[src/rtl/lsu_sub_word.sv]
// rtl/lsu_sub_word.sv - byte/half/word load-store unit with read-modify-write sub-word stores
// Define LSU_MISALIGN_TRAP_EN to report misaligned half/word accesses as errors.
module lsu_sub_word #(
  parameter int MEM_WORDS = 64
) (
  input  logic        clk,
  input  logic        rst_n,
  input  logic        req_valid,
  output logic        req_ready,
  input  logic        req_we,
  input  logic [31:0] req_addr,
  input  logic [31:0] req_wdata,
  input  logic [1:0]  req_size,
  input  logic        req_unsigned,
  output logic        resp_valid,
  output logic [31:0] resp_rdata,
  output logic        resp_err,
  output logic        mem_we,
  output logic [31:0] mem_a,
  output logic [31:0] mem_wd,
  input  logic [31:0] mem_rd
);

  typedef enum logic [1:0] {IDLE, READ, WRITE, RESP} state_t;

  state_t      state_q, state_d;
  logic [31:0] addr_q, addr_d;
  logic [31:0] wdata_q, wdata_d;
  logic [31:0] rdata_q, rdata_d;
  logic [31:0] wd_q, wd_d;
  logic [1:0]  size_q, size_d;
  logic        we_q, we_d;
  logic        uns_q, uns_d;
  logic        err_q, err_d;

  logic        req_err;
  logic [4:0]  byte_sh;
  logic [4:0]  half_sh;
  logic [7:0]  sel_b;
  logic [15:0] sel_h;
  logic [31:0] ext;
  logic [31:0] merged;

  always_comb begin
    req_err = (req_size == 2'b11) || (req_addr >= 32'(MEM_WORDS * 4));
`ifdef LSU_MISALIGN_TRAP_EN
    if ((req_size == 2'b01) && req_addr[0]) req_err = 1'b1;
    if ((req_size == 2'b10) && (req_addr[1:0] != 2'b00)) req_err = 1'b1;
`endif
  end

  // Lane selection ignores addr[0] for halves, so untrapped misalignment clears it.
  assign byte_sh = {addr_q[1:0], 3'b000};
  assign half_sh = {addr_q[1], 4'b0000};
  assign sel_b   = 8'(mem_rd >> byte_sh);
  assign sel_h   = 16'(mem_rd >> half_sh);

  always_comb begin
    ext    = mem_rd;
    merged = wdata_q;
    case (size_q)
      2'b00: begin
        ext    = {{24{~uns_q & sel_b[7]}}, sel_b};
        merged = (mem_rd & ~(32'h0000_00FF << byte_sh)) | ({24'b0, wdata_q[7:0]} << byte_sh);
      end
      2'b01: begin
        ext    = {{16{~uns_q & sel_h[15]}}, sel_h};
        merged = (mem_rd & ~(32'h0000_FFFF << half_sh)) | ({16'b0, wdata_q[15:0]} << half_sh);
      end
      default: begin
        ext    = mem_rd;
        merged = wdata_q;
      end
    endcase
  end

  always_comb begin
    state_d = state_q;
    addr_d  = addr_q;
    wdata_d = wdata_q;
    rdata_d = rdata_q;
    wd_d    = wd_q;
    size_d  = size_q;
    we_d    = we_q;
    uns_d   = uns_q;
    err_d   = err_q;
    case (state_q)
      IDLE: begin
        if (req_valid) begin
          addr_d  = req_addr;
          wdata_d = req_wdata;
          size_d  = req_size;
          we_d    = req_we;
          uns_d   = req_unsigned;
          err_d   = req_err;
          rdata_d = 32'h0;
          if (req_err) begin
            state_d = RESP;
          end else if (req_we && (req_size == 2'b10)) begin
            wd_d    = req_wdata;
            state_d = WRITE;
          end else begin
            state_d = READ;
          end
        end
      end
      READ: begin
        if (we_q) begin
          wd_d    = merged;
          state_d = WRITE;
        end else begin
          rdata_d = ext;
          state_d = RESP;
        end
      end
      WRITE:   state_d = RESP;
      default: state_d = IDLE;
    endcase
  end

  always_ff @(posedge clk or negedge rst_n) begin
    if (!rst_n) begin
      state_q <= IDLE;
      addr_q  <= 32'h0;
      wdata_q <= 32'h0;
      rdata_q <= 32'h0;
      wd_q    <= 32'h0;
      size_q  <= 2'b00;
      we_q    <= 1'b0;
      uns_q   <= 1'b0;
      err_q   <= 1'b0;
    end else begin
      state_q <= state_d;
      addr_q  <= addr_d;
      wdata_q <= wdata_d;
      rdata_q <= rdata_d;
      wd_q    <= wd_d;
      size_q  <= size_d;
      we_q    <= we_d;
      uns_q   <= uns_d;
      err_q   <= err_d;
    end
  end

  // Write enable decodes straight from state so an async reset drops it before the edge.
  assign req_ready  = (state_q == IDLE);
  assign resp_valid = (state_q == RESP);
  assign resp_err   = resp_valid & err_q;
  assign resp_rdata = resp_valid ? rdata_q : 32'h0;
  assign mem_we     = (state_q == WRITE);
  assign mem_a      = {addr_q[31:2], 2'b00};
  assign mem_wd     = wd_q;

endmodule

[config.mk]
export PLATFORM = sky130hd
export DESIGN_NAME = lsu_sub_word
export DESIGN_NICKNAME = d
export VERILOG_FILES = /design/src/rtl/lsu_sub_word.sv
export SDC_FILE = /design/constraint.sdc
export NUM_CORES = 1
export LEC_CHECK = 0
export CAP_MARGIN = 20
export CORE_MARGIN = 2
export CORE_UTILIZATION = 53
export DETAILED_ROUTE_END_ITERATION = 16
export GPL_TIMING_DRIVEN = 0
export PLACE_DENSITY = 0.95
export SLEW_MARGIN = 10
export SYNTH_ARGS = -nofsm -noshare
export SYNTH_HDL_FRONTEND = slang
export SYNTH_SLANG_ARGS = --single-unit
[constraint.sdc]
create_clock -name clk -period 4.6 [get_ports clk]
set_input_delay 0.46 -clock clk [delete_from_list [all_inputs] [get_ports clk]]
set_output_delay 0.46 -clock clk [all_outputs]
set_load 0.01 [all_outputs]
==> qor.txt <==
Num rows: 43
Clock period minus worst slack: 2.92 ns
Crit-path cells: ha_1 > clkbuf_1 > and2_1 > clkdlybuf4s50_1
HPWL after DPL: 17.2 mm
# placed instances: 1076
Vias in the first global route: 6668
Unique cell type count in the Yosys netlist: 49
TritonCTS clock tree: done
Post-synthesis cell count: 694
Period utilization: 63.5%
Via Count: 6455
Routed length per placed instance: 20.3 um
Worst slew pin tran: 0.755 ns
YS warnings: 0
Synth-to-Final Area Change: 38.5%
Final hold violations: 0
Hold_buf cts: 0
Reg clk slew, reported paths: 0.06 ns
Critical path type: reg -> out
Post-DRT Antenna Nets: 0
Startpoint types: flop
Initial antenna violation count: 0
Die area: 14900 um2
Clock latency on the worst-skew pair: 0.42 ns
Maximum clock rate: 343 MHz
Worst EP required: 4.14 ns
Vias per inst: 5.83
# Post-CTS Setup Buffers: 0
Ports: 203
Simple-Gate Fraction of Synth Area: 13.3%
Final GP Congestion: 0.991
CP max-delay cell: clkdlybuf4s50_1
FILL cells: 974
Final Max Slew Viols: 0
Pre-Repair DR Iteration Count: 5
Hold WS: 0.00396 ns
Die width: 122 um
Worst hold path class: in -> async
Total GRT Usage: 31.4%
P per Cell Area: 737 nW/um2
Buf/Inv on CP: 2
Global route total overflow: 0
CP endpoint kind: primary output
First-pass GRT wire length: 35.4 mm
Clock Tree Buf Depth: 2
RSZ-0062 raised after global routing: no
Cts bufs inserted: 17
Post-route insts no fill: 1108
Layout cells sized above 1: 20.7%
P_leak: 0.00449 uW
EDFF count, synth: 0
# diodes: 0
Worst path top cell family by delay: buffers and inverters
H-tree depth: 4
Core Region: 13800 um2
Number of port buffers: 200
Starting Density: 53.7%
Syn avg cell area: 10.7 um2
Combinational family with the most area after synthesis: multiplexers
XOR/XNOR Fraction of Synth Area: 0%
Pin count of the biggest net entering global routing: 78
Synth Area in Compound Gates: 12.7%
CP max stage delay: 0.57 ns
FFs w/ async S/R, synth: 100%
Max-cap violations: 0
Arr. time, crit path: 2.46 ns
Final instance area: 10200 um2
CP Max Fanout: 10
Mapped Area: 7400 um2
Post-Synth Adder-Cell Area: 0.676%
Die Span Y: 122 um
DRC Markers: 0
DR iter-0 viols: 514
Clock root buffer: clkbuf_16
Status: finished clean
Ys flop type: dfrtp_1
Seq/Total Area, Yosys: 45.7%
Placed cell areas: 9660 um2
Slew headroom: 49.6%
Clock sink total: 135
Resized Gates After CTS: 0
Total Routed Length: 22.5 mm
Net count of the finished layout: 1022
Worst VDD drop: 375 uV
Final setup skew: 0.0105 ns
Mux cell area share after synthesis: 19.9%
Flop and latch count out of synthesis: 135
Endpoints failing setup: 0
-- cell usage in the layout, fill, tap and decap left out, types with 9 or more instances in the layout --
master and count:
a21oi_1 21, a221o_1 16, a22oi_1 12, a31oi_1 21, and2_1 35, buf_2 16, buf_4 33, clkbuf_1 27
clkbuf_16 17, clkdlybuf4s50_1 199, dfrtp_1 135, inv_1 13, mux2_2 79, mux2_4 22, mux2i_1 25, nand2_1 84
nand2b_1 9, nor2_1 30, o21ai_0 25
-- flip-flops by register name, indices dropped and copies added (netlist names) --
register and count:
we_q 1, state_q 2, rdata_q 32, mem_wd 32, addr_q 32, size_q 2
wdata_q 32, uns_q 1, err_q 1
-- through the flow --
step	util, %	worst slack, ns	TNS (ns)	power (uW)
floorplan	-	2.51	0	4650
global route	74.4	1.54	0	7980
finish	74.4	1.68	0	7550
global placement	69.9	-2.26	-303.55	5980
CTS	74.4	1.69	0	7530
detailed placement	70.1	1.89	0	6130
-- worst paths after layout --
kind	startpoint	endpoint	slack, ns	cells past startpoint
max in group asynchronous	rst_n	rdata_q[28]	3.84	2
max	state_q[0]	resp_rdata[18]	1.68	4
max reg2reg	state_q[1]	mem_wd[10]	2.30	7
min	rst_n	mem_wd[11]	0.004	1
min reg2reg	rdata_q[2]	rdata_q[2]	0.47	2
min in group clk	rdata_q[2]	rdata_q[2]	0.47	2
-- Yosys cell counts, types with 3 or more instances --
master	count	area (um2)
nor4_1	4	25.0
ha_1	4	50.1
o2111ai_1	8	70.1
and2_1	35	219
nor2_1	30	113
nand2_1	84	315
dfrtp_1	135	3380
buf_12	3	60.1
a22oi_1	12	90.1
o21ai_0	25	125
buf_4	33	248
a221o_1	16	160
inv_1	13	48.8
nor3_1	8	40.0
buf_1	7	26.3
o221ai_1	7	61.3
buf_2	16	80.1
mux2i_1	25	250
mux2_2	79	890
a21oi_1	21	105
a31oi_1	21	131
nor2b_1	7	43.8
a32o_1	8	80.1
mux2_4	22	330
nand2b_1	9	56.3
nand3b_1	8	60.1
clkbuf_1	25	93.8
-- where the power goes --
group	internal [uW]	switching, uW	leakage [uW]	total (uW)
registers	1770	391	0.00164	2160
clock network	848	516	0.000286	1360
logic	2150	1880	0.00256	4030
total	4760	2790	0.00449	7550
-- layer usage --
metal  GRT usage (%)  share of wire (%)  up-vias
met3            9.97                 10       74
met4            12.5                3.5        0
li1                -                  -     2879
met5               0                  0        -
met2            52.4                 49      389
met1            37.9                 38     3113
-- final cells by class --
type | count | area (um2) | share of cell area (%)
inverters | 13 | 48.8 | 0.476
multi-input cells | 461 | 3450 | 33.6
flip-flops and latches | 135 | 3380 | 33.0
clock inverters | 13 | 156 | 1.53
well taps | 180 | 225 | 2.20
clock buffers | 19 | 433 | 4.22
repair buffers | 201 | 2030 | 19.8
plain buffers | 86 | 531 | 5.18
-- cells by family after synthesis --
kind of cell               count (synthesis)
DFF                                      135
other                                      1
AOI/OAI and AO/OA                        131
and+or+nand+nor                          198
muxes                                    126
adders and majority gates                  4
buffers and inverters                     99
Power figures use the tool's default switching activity.
